File: src/rtl/mpu_pkg.sv
// rtl/mpu_pkg.sv - opcodes, FSM states and constants shared by the MPU host link
package mpu_pkg;

    localparam logic [3:0] OP_NOP   = 4'd0;
    localparam logic [3:0] OP_ADD   = 4'd1;
    localparam logic [3:0] OP_SUB   = 4'd2;
    localparam logic [3:0] OP_AND   = 4'd3;
    localparam logic [3:0] OP_OR    = 4'd4;
    localparam logic [3:0] OP_STORE = 4'd5;
    localparam logic [3:0] OP_LOAD  = 4'd6;

    localparam logic [15:0] ERR_WORD = 16'hDEAD;

    typedef enum logic [2:0] {
        ST_IDLE,
        ST_SETUP,
        ST_STROBE,
        ST_HOLD,
        ST_WAIT_SEND,
        ST_CAPTURE,
        ST_GAP
    } state_e;

    function automatic logic is_load(input logic [3:0] opcode);
        return opcode == OP_LOAD;
    endfunction

endpackage

File: src/rtl/mpu_cmd_fifo.sv
// rtl/mpu_cmd_fifo.sv - synchronous command FIFO, power-of-two depth (>= 2)
module mpu_cmd_fifo
#(
    parameter int DEPTH = 4,
    parameter int WIDTH = 32
) (
    input  logic                       clock,
    input  logic                       reset_n,
    input  logic                       push_i,
    input  logic [WIDTH-1:0]           wdata_i,
    input  logic                       pop_i,
    output logic [WIDTH-1:0]           rdata_o,
    output logic                       full_o,
    output logic                       empty_o,
    output logic [$clog2(DEPTH):0]     count_o
);
    localparam int AW = $clog2(DEPTH);

    logic [WIDTH-1:0] mem_q [DEPTH];
    logic [AW-1:0]    wr_ptr_q, wr_ptr_d;
    logic [AW-1:0]    rd_ptr_q, rd_ptr_d;
    logic [AW:0]      count_q, count_d;
    logic             do_push, do_pop;

    assign full_o  = (count_q == (AW+1)'(DEPTH));
    assign empty_o = (count_q == '0);
    assign count_o = count_q;
    assign rdata_o = mem_q[rd_ptr_q];

    // A pop frees the head slot in the same cycle, so a push on full is accepted alongside it
    assign do_pop  = pop_i && !empty_o;
    assign do_push = push_i && (!full_o || do_pop);

    always_comb begin
        wr_ptr_d = do_push ? wr_ptr_q + 1'b1 : wr_ptr_q;
        rd_ptr_d = do_pop  ? rd_ptr_q + 1'b1 : rd_ptr_q;
        count_d  = count_q;
        case ({do_push, do_pop})
            2'b10:   count_d = count_q + 1'b1;
            2'b01:   count_d = count_q - 1'b1;
            default: count_d = count_q;
        endcase
    end

    always_ff @(posedge clock or negedge reset_n) begin
        if (!reset_n) begin
            wr_ptr_q <= '0;
            rd_ptr_q <= '0;
            count_q  <= '0;
        end else begin
            wr_ptr_q <= wr_ptr_d;
            rd_ptr_q <= rd_ptr_d;
            count_q  <= count_d;
        end
    end

    always_ff @(posedge clock) begin
        if (do_push) begin
            mem_q[wr_ptr_q] <= wdata_i;
        end
    end

endmodule

File: src/rtl/mpu_host_link.sv
// rtl/mpu_host_link.sv - queues host instructions and strobes them into the MPU, capturing LOAD results
module mpu_host_link
    import mpu_pkg::*;
#(
    parameter int CMD_DEPTH     = 4,
    parameter int STROBE_CYCLES = 2,
    parameter int GAP_CYCLES    = 8,
    parameter int RSP_DELAY     = 4,
    parameter int TIMEOUT       = 255
) (
    input  logic        clock,
    input  logic        reset_n,
    input  logic [31:0] cmd_data,
    input  logic        cmd_valid,
    output logic        cmd_ready,
    output logic [31:0] instruction_out,
    output logic        receive,
    input  logic [15:0] mpu_data_in,
    input  logic        mpu_send,
    output logic [15:0] rsp_data,
    output logic        rsp_valid,
    input  logic        rsp_ready,
    output logic        busy,
    output logic        timeout_err
);
    localparam int AW    = $clog2(CMD_DEPTH);
    localparam int MAX_A = (TIMEOUT > GAP_CYCLES) ? TIMEOUT : GAP_CYCLES;
    localparam int MAX_B = (RSP_DELAY > STROBE_CYCLES) ? RSP_DELAY : STROBE_CYCLES;
    localparam int CNT_W = $clog2(((MAX_A > MAX_B) ? MAX_A : MAX_B) + 1);

    localparam logic [CNT_W-1:0] STROBE_LAST  = CNT_W'(STROBE_CYCLES - 1);
    localparam logic [CNT_W-1:0] GAP_LAST     = CNT_W'(GAP_CYCLES - 1);
    localparam logic [CNT_W-1:0] RSP_LAST     = CNT_W'(RSP_DELAY - 1);
    localparam logic [CNT_W-1:0] TIMEOUT_LAST = CNT_W'(TIMEOUT - 1);

    state_e             state_q, state_d;
    logic [CNT_W-1:0]   cnt_q, cnt_d;
    logic [31:0]        instr_q, instr_d;
    logic               receive_q, receive_d;
    logic [15:0]        rsp_data_q, rsp_data_d;
    logic               rsp_valid_q, rsp_valid_d;
    logic               timeout_q, timeout_d;

    logic               fifo_push, fifo_pop, fifo_full, fifo_empty;
    logic [31:0]        fifo_head;
    logic [AW:0]        fifo_count;
    logic               capture_fire, timeout_fire;

    assign cmd_ready = !fifo_full;
    assign fifo_push = cmd_valid && cmd_ready;

    mpu_cmd_fifo #(
        .DEPTH (CMD_DEPTH),
        .WIDTH (32)
    ) u_cmd_fifo (
        .clock   (clock),
        .reset_n (reset_n),
        .push_i  (fifo_push),
        .wdata_i (cmd_data),
        .pop_i   (fifo_pop),
        .rdata_o (fifo_head),
        .full_o  (fifo_full),
        .empty_o (fifo_empty),
        .count_o (fifo_count)
    );

    always_ff @(posedge clock or negedge reset_n) begin
        if (!reset_n) begin
            state_q     <= ST_IDLE;
            cnt_q       <= '0;
            instr_q     <= '0;
            receive_q   <= 1'b0;
            rsp_data_q  <= '0;
            rsp_valid_q <= 1'b0;
            timeout_q   <= 1'b0;
        end else begin
            state_q     <= state_d;
            cnt_q       <= cnt_d;
            instr_q     <= instr_d;
            receive_q   <= receive_d;
            rsp_data_q  <= rsp_data_d;
            rsp_valid_q <= rsp_valid_d;
            timeout_q   <= timeout_d;
        end
    end

    // A LOAD waits in the FIFO while a response is pending; other opcodes may still go out
    always_comb begin
        state_d = state_q;
        cnt_d   = '0;
        case (state_q)
            ST_IDLE: begin
                if (!fifo_empty && (!rsp_valid_q || !is_load(fifo_head[3:0]))) begin
                    state_d = ST_SETUP;
                end
            end
            ST_SETUP: state_d = ST_STROBE;
            ST_STROBE: begin
                if (cnt_q == STROBE_LAST) state_d = ST_HOLD;
                else                      cnt_d   = cnt_q + 1'b1;
            end
            ST_HOLD: state_d = is_load(instr_q[3:0]) ? ST_WAIT_SEND : ST_GAP;
            ST_WAIT_SEND: begin
                if (mpu_send)                   state_d = ST_CAPTURE;
                else if (cnt_q == TIMEOUT_LAST) state_d = ST_GAP;
                else                            cnt_d   = cnt_q + 1'b1;
            end
            ST_CAPTURE: begin
                if (cnt_q == RSP_LAST) state_d = ST_GAP;
                else                   cnt_d   = cnt_q + 1'b1;
            end
            ST_GAP: begin
                if (cnt_q == GAP_LAST) state_d = ST_IDLE;
                else                   cnt_d   = cnt_q + 1'b1;
            end
            default: state_d = ST_IDLE;
        endcase
    end

    // Instruction is latched on entry to SETUP so it is stable a full cycle before receive rises
    always_comb begin
        fifo_pop     = (state_q == ST_IDLE) && (state_d == ST_SETUP);
        capture_fire = (state_q == ST_CAPTURE) && (state_d == ST_GAP);
        timeout_fire = (state_q == ST_WAIT_SEND) && (state_d == ST_GAP);
        instr_d      = fifo_pop ? fifo_head : instr_q;
        receive_d    = (state_d == ST_STROBE);
        rsp_data_d   = rsp_data_q;
        rsp_valid_d  = rsp_valid_q && !rsp_ready;
        if (capture_fire) begin
            rsp_data_d  = mpu_data_in;
            rsp_valid_d = 1'b1;
        end else if (timeout_fire) begin
            rsp_data_d  = ERR_WORD;
            rsp_valid_d = 1'b1;
        end
        timeout_d = timeout_q || timeout_fire;
    end

    assign instruction_out = instr_q;
    assign receive         = receive_q;
    assign rsp_data        = rsp_data_q;
    assign rsp_valid       = rsp_valid_q;
    assign timeout_err     = timeout_q;
    assign busy            = (state_q != ST_IDLE) || (fifo_count != '0);

endmodule

File: config.mk
export PLATFORM = sky130hd
export DESIGN_NAME = mpu_host_link
export DESIGN_NICKNAME = d
export VERILOG_FILES = /design/src/rtl/mpu_pkg.sv /design/src/rtl/mpu_cmd_fifo.sv /design/src/rtl/mpu_host_link.sv
export SDC_FILE = /design/constraint.sdc
export NUM_CORES = 1
export LEC_CHECK = 0
export CAP_MARGIN = 0
export CORE_MARGIN = 2
export CORE_UTILIZATION = 38
export CTS_CLUSTER_DIAMETER = 30
export CTS_CLUSTER_SIZE = 24
export DETAILED_ROUTE_END_ITERATION = 12
export HOLD_SLACK_MARGIN = 0.08
export SYNTH_ARGS = -nofsm -noshare
export SYNTH_HDL_FRONTEND = slang
export SYNTH_SLANG_ARGS = --single-unit
File: constraint.sdc
create_clock -name clock -period 3.1 [get_ports clock]
set_clock_uncertainty 0.2 [all_clocks]
set_input_delay 0.465 -clock clock [delete_from_list [all_inputs] [get_ports clock]]
set_output_delay 0.465 -clock clock [all_outputs]
set_load 0.01 [all_outputs]
---- Yosys cells after proc, flatten, opt, wreduce, memory -nomap -nowiden ----
Memory sizes are Yosys's and may differ from the RTL's.
Index checks and enable logic that the tools add are counted.
word-level totals
  input port bits ......................... 53
  bits in writable memories ............... 128
  word-level logic and storage cells ...... 78
  memories ................................ 1
  register bits ........................... 69
cells by class
  eq/ne operators ......................... 18
  multiplexer cells ....................... 21
  reductions and logical operators ........ 23
  add/subtract/negate cells ............... 5
memory list
  name              depth  width  rd ports  clocked after Yosys merged registers in  write ports  RTL line            RTL
  u_cmd_fifo.mem_q  4      32     1         0                                        1            mpu_cmd_fifo.sv:19  logic [WIDTH-1:0] mem_q [DEPTH];
operators by type and width
  operator             number
  $mux 8               5
  $mux 16              2
  $pmux 8 s4           1
  $pmux 3 s7           1
  $mux 3               6
  $eq 3x3->1 const B   5
  $eq 3x2->1 const B   3
  $add 8x1->8 const B  1
  $eq 4x3->1 const B   2
  $eq 8x1->1 const B   1
  $eq 8x2->1 const B   1
  $eq 8x3->1 const B   1
  $eq 8x8->1 const B   1
  $logic_and 1x1->1    8
  $eq 3x1->1 const B   2
  $logic_not 3->1      2
  $pmux 3 s2           1
  $reduce_bool 3->1    2
  $logic_not 1->1      5
  $add 2x1->2 const B  2
  $logic_or 1x1->1     4
  $mux 1               4
  $reduce_bool 2->1    2
  $add 3x1->3 const B  1
  4 further kinds      4

---- Depth between registers and ports, before layout ----
An unclocked memory read counts as a cell.
  depth in word-level cells ............... 14
  mapped depth ............................ 12

---- Cells and area by module ----
From an unflattened synthesis, not the netlist that was laid out.
unflattened totals
  cell total of the unflattened synthesis .. 483
  area total of the unflattened synthesis .. 7,762.4 um^2
by module, submodules not included
  module         times used  area an instance (um^2)  cells an instance
  mpu_cmd_fifo   1           5,128.7                  222
  mpu_host_link  1           2,633.8                  261

---- Worst setup path before layout ----
No wires, ideal clock.
  path type ............................... register to register
  start ................................... register state_q[2]
  end ..................................... register u_cmd_fifo.count_q[2], in the netlist u_cmd_fifo.count_o[2]
  setup slack ............................. 0.246 ns
  buffers on the path ..................... 2
  cell stages (with the launch flop) ...... 12
  setup time .............................. 0.079 ns
  data arrival time ....................... 2.575 ns
  path through ............................ dfrtp_1 clkbuf_1 nor4_1 o31ai_4 buf_6 inv_1 ha_1 inv_1 fa_1 xor2_1 nor2_1 xor2_1
between the ends
  cells in the longest elaborated chain, start to end .. 10
  elaborated cells between the ends (all ways) .. 23
  those cells by class .................... eq/ne (9); mux (8); reduce/logical (6)
RTL lines
  what                                             RTL line              RTL
  from (decl)                                      mpu_host_link.sv:36   state_e state_q, state_d;
  from (signal assigned)                           mpu_host_link.sv:77   state_q <= state_d;
  $mux 3                                           mpu_host_link.sv:105  else if (cnt_q == TIMEOUT_LAST) state_d = ST_GAP;
  $mux 3                                           mpu_host_link.sv:104  if (mpu_send) state_d = ST_CAPTURE;
  $pmux 3 s7                                       mpu_host_link.sv:91   case (state_q)
  $eq 3x1->1                                       mpu_host_link.sv:122  fifo_pop = (state_q == ST_IDLE) && (state_d == ST_SETUP);
  $logic_and 1x1->1 *                              mpu_host_link.sv:122
  $logic_and 1x1->1 *                              mpu_cmd_fifo.sv:31    assign do_pop = pop_i && !empty_o;
  named net u_cmd_fifo.do_pop                      mpu_cmd_fifo.sv:23    logic do_push, do_pop;
  $logic_or 1x1->1                                 mpu_cmd_fifo.sv:32    assign do_push = push_i && (!full_o || do_pop);
  $logic_and 1x1->1                                mpu_cmd_fifo.sv:32
  $eq 2x1->1 or $eq 2x2->1 (tied branches)         mpu_cmd_fifo.sv:38    case ({do_push, do_pop})
  $pmux 3 s2 or $reduce_bool 2->1 (tied branches)  --
  to (signal assigned)                             mpu_cmd_fifo.sv:53    count_q <= count_d;
  to (decl)                                        mpu_cmd_fifo.sv:22    logic [AW:0] count_q, count_d;
Mark *: on every way through the listed nets, which the timed path passes. The rest lies on a longest branch.
A chain may end at the register's enable or synchronous reset.

---- Worst setup path in the final report ----
  start ................................... register u_cmd_fifo.rd_ptr_q[0]
  end ..................................... register receive_q, in the netlist receive
between the ends
  cells in the longest elaborated chain, start to end .. 8
RTL lines
  what                    RTL line              RTL
  from (decl)             mpu_cmd_fifo.sv:21    logic [AW-1:0] rd_ptr_q, rd_ptr_d;
  from (signal assigned)  mpu_cmd_fifo.sv:52    rd_ptr_q <= rd_ptr_d;
  $mem_v2 4x32            --
  $eq 4x3->1              mpu_pkg.sv:25         return opcode == OP_LOAD;
  $logic_not 1->1         mpu_host_link.sv:93   if (!fifo_empty && (!rsp_valid_q || !is_load(fifo_head[3:0]))) begin
  $logic_or 1x1->1        mpu_host_link.sv:93
  $logic_and 1x1->1       mpu_host_link.sv:93
  $mux 3                  mpu_host_link.sv:93
  $pmux 3 s7              mpu_host_link.sv:91
  named net state_d[0]    mpu_host_link.sv:36
  $eq 3x2->1              mpu_host_link.sv:126  receive_d = (state_d == ST_STROBE);
  named net receive_d     mpu_host_link.sv:39   logic receive_q, receive_d;
  to (signal assigned)    mpu_host_link.sv:80   receive_q <= receive_d;
  to (decl)               mpu_host_link.sv:39
The timed path passes the listed nets, and every way through them passes these cells.

==> impl_metrics.ini <==
[clock_tree]
clkSinkCount = 197
cts_htree_levels = 4
ctsRootBufferMaster = clkbuf_16
clk_path_buf_depth = 2
cts_made_buffers = 17
clk_latency_ps = 430
clk_pin_slew_worst_paths_ps = 70
post-cts-setup-buffers = 0
tritoncts = yes

[finish]
drive_gt1_share_pct = 21.8
finalNetCount = 594
final_cell_mix = 128 x edfxtp_1, 104 x clkdlybuf4s50_1, 67 x dfrtp_1, 31 x mux4_2, 29 x mux2_2
area_delta_synth_final_pct = 26.9
layout.cells.non_filler = 811
layout.cell_area.non_filler_um2 = 9720
layout.cells.most_common = edfxtp_1

[routing]
vias_per_cell = 4.99
detail_route.iter0.violations = 199
number_of_detailed_routing_iterations_run_before_antenna_repair = 4
routed-via-count = 4045
drtAntennaViolNets = 0
wl_per_cell_um = 18.1
wirelength_um = 14700
drcViolationCount = 0

[yosys]
synth_ff_type = edfxtp_1
combinational_family_with_the_most_area_after_synthesis = multiplexers
ys_top_cells_by_area = edfxtp_1 50%, dfrtp_1 23%, mux4_2 9.1%
yosys.area.top_type_share_pct = 50.2
syn_inst = 415
synth_warnings = 0
synth_fa_ha_area_share_pct = 1.57
synth_top_cell_by_area = edfxtp_1
synth_enable_flop_cells = 128
synth-xor-area-share_pct = 1.37
syn-num-nets = 477
synth_area_um2 = 7660
ys_seq_area_share_pct = 72.7
syn_avg_cell_area_um2 = 18.5
synth_simple_gate_area_share_pct = 4.58
ys_types = 42
synth-compound-area-share_pct = 3.89
synth.ff_latch_count = 197
fraction_of_registers_with_async_set_or_reset_after_synthesis_pct = 35.0
synthMuxAreaShare_pct = 13.8

[pwr]
vdd_ir_drop_max_mv = 0.447
p_leak_nw = 3.57
power.density_cell_area_nw_per_um2 = 940

[worst_setup_path]
cp-end-kind = flop
reg2reg_depth = 6
crit_chain = mux4_2 > nand2b_4 > o31ai_4 > buf_4 > o2111ai_2 > a2111oi_2
r2r_slack_ps = 290
slowest_stage = dfrtp_2
cp_num_buf_inv = 1
timing.critical_path.required_ps = 3210
critPathLaunchType = flop
worst-endpoint-arrival_ps = 2930
timing.critical_path.max_delay_family = compound AO/OA/AOI/OAI gates
highest_net_fanout_along_the_worst_path = 36
worst-setup-path-type = flop to flop
critical_path.max_stage_delay_ps = 590
r2r_end = receive
rr_startpoint = u_cmd_fifo.rd_ptr_q[0]

[status]
result_of_the_run = complete, no violations

[sta]
setup_violations = 0
max-slew-margin-rel_pct = 38.0
min_period_over_period_pct = 90.7
setup_total_negative_slack_ps = 0
timing.hold.ws_ps = 275
worst_slew_pin_slew_ps = 930
period_needed_ps = 2810
report.final.hold_viol_count = 0
rsz0062_at_grt = no
maxClockFrequency_ghz = 0.356
setup_ws_ps = 288
max_slew_violation_count = 0

[global_routing]
grtUsageTotal_pct = 14.4
grt_start_max_net_pins = 70
via_count_of_the_first_global_routing_pass = 4329
number_of_antenna_violations_at_the_first_check_in_global_routing = 1
overflow = 0
grt_first_pass_wirelength_um = 23600

[flow_run]
maxCapViolCount = 0

[worst_hold_path]
hold_depth = 1
min_delay_worst_endpoint = timeout_err
hold_start = timeout_err
timing.hold.worst.class = flop to flop

[placement]
portBuffers = 105
post_dp_cell_area_um2 = 9080
detailedPlace.worstSlack_ps = 243
place_inst = 777
post_detailed_placement_half_perimeter_wirelength_um = 9210
globalplace.congestion = 0.778

[floorplanning]
io_pins = 106
die_area_um2 = 21300
die_height_um = 146
dieWidth_um = 146
core_region_area_um2 = 19600
fp-row-count = 51
initial_utilization_pct = 39.1
## kinds of logic after synthesis
group	Yosys count
multiplexers	63
AO/OA/AOI/OAI	35
buffers and inverters	34
flip-flops	197
adder cells (fa/ha/maj)	9
AND/OR/NAND/NOR	65
XOR/XNOR	12
## metal layers
| metal | global-route usage [%] | wire [um] |
|---|---|---|
| met1 | 19.0 | 6530 |
| met2 | 22.8 | 6960 |
| met3 | 5.45 | 1060 |
| met4 | 3.53 | 134 |
| met5 | 0 | 0 |
## state kept, by name, summed over array words and instances (netlist names)
name,flops
u_cmd_fifo.mem_q,128
instruction_out,32
rsp_data,16
cnt_q,8
state_q,3
u_cmd_fifo.count_o,3
u_cmd_fifo.rd_ptr_q,2
u_cmd_fifo.wr_ptr_q,2
receive,1
rsp_valid,1
timeout_err,1
## synth_stat cells, drive strengths merged (3+ instances only)
| library cell | number |
|---|---|
| inv | 14 |
| nor2 | 17 |
| ha | 8 |
| xnor2 | 5 |
| nand4 | 3 |
| nor3 | 3 |
| clkbuf | 15 |
| mux2 | 29 |
| buf | 5 |
| mux4 | 31 |
| a21oi | 3 |
| o21ai | 6 |
| a31oi | 3 |
| o22a | 12 |
| and3 | 6 |
| nand2 | 17 |
| a22o | 5 |
| nand3 | 5 |
| xor2 | 7 |
| edfxtp | 128 |
| mux2i | 3 |
| dfrtp | 69 |
## through the flow
stage | power (mW) | util [%]
3_5_place_dp | 6.97 | 46.3
3_3_place_gp | 6.90 | 46.3
5_1_grt | 9.65 | 49.6
4_1_cts | 9.28 | 49.6
6_report | 9.14 | 49.6
2_1_floorplan | 5.70 | -
## final cells by class
type,instances,area (um2)
Inverter,14,52.6
Antenna cell,1,2.50
Clock inverter,14,189
Clock buffer,18,439
Fill cell,1652,9870
Timing Repair Buffer,118,1200
Sequential cell,197,5570
Tap cell,265,332
Multi-Input combinational cell,184,1930
## power by group
group	internal [mW]	switching, mW	total, mW
Sequential	3.56	0.420	3.98
Combinational	1.62	1.27	2.88
Clock	1.25	1.02	2.27
## worst reg2reg max path: stages, from the launching register on
cell	delay, ps
dfrtp_2	590
mux4_2	570
nand2b_4	170
o31ai_4	180
buf_4	490
o2111ai_2	240
a2111oi_2	270
## worst max path at each step
stage | from | endpoint | slack (ps) | cells past startpoint
floorplan | state_q[2] | u_cmd_fifo.count_o[2] | 250 | 11
global placement | u_cmd_fifo.rd_ptr_q[0] | receive | 310 | 6
detailed placement | u_cmd_fifo.rd_ptr_q[0] | receive | 240 | 6
CTS | u_cmd_fifo.rd_ptr_q[0] | receive | 230 | 6
global route | u_cmd_fifo.rd_ptr_q[0] | receive | 70 | 6
finish | u_cmd_fifo.rd_ptr_q[0] | receive | 290 | 6
## repair_timing
| item | CTS | global route |
|---|---|---|
| resized for setup | 0 | 0 |
| endpoints found under the hold margin | 69 | 0 |
| hold buffers | 1 | 0 |
No activity file was read; power rests on OpenSTA's default activity.
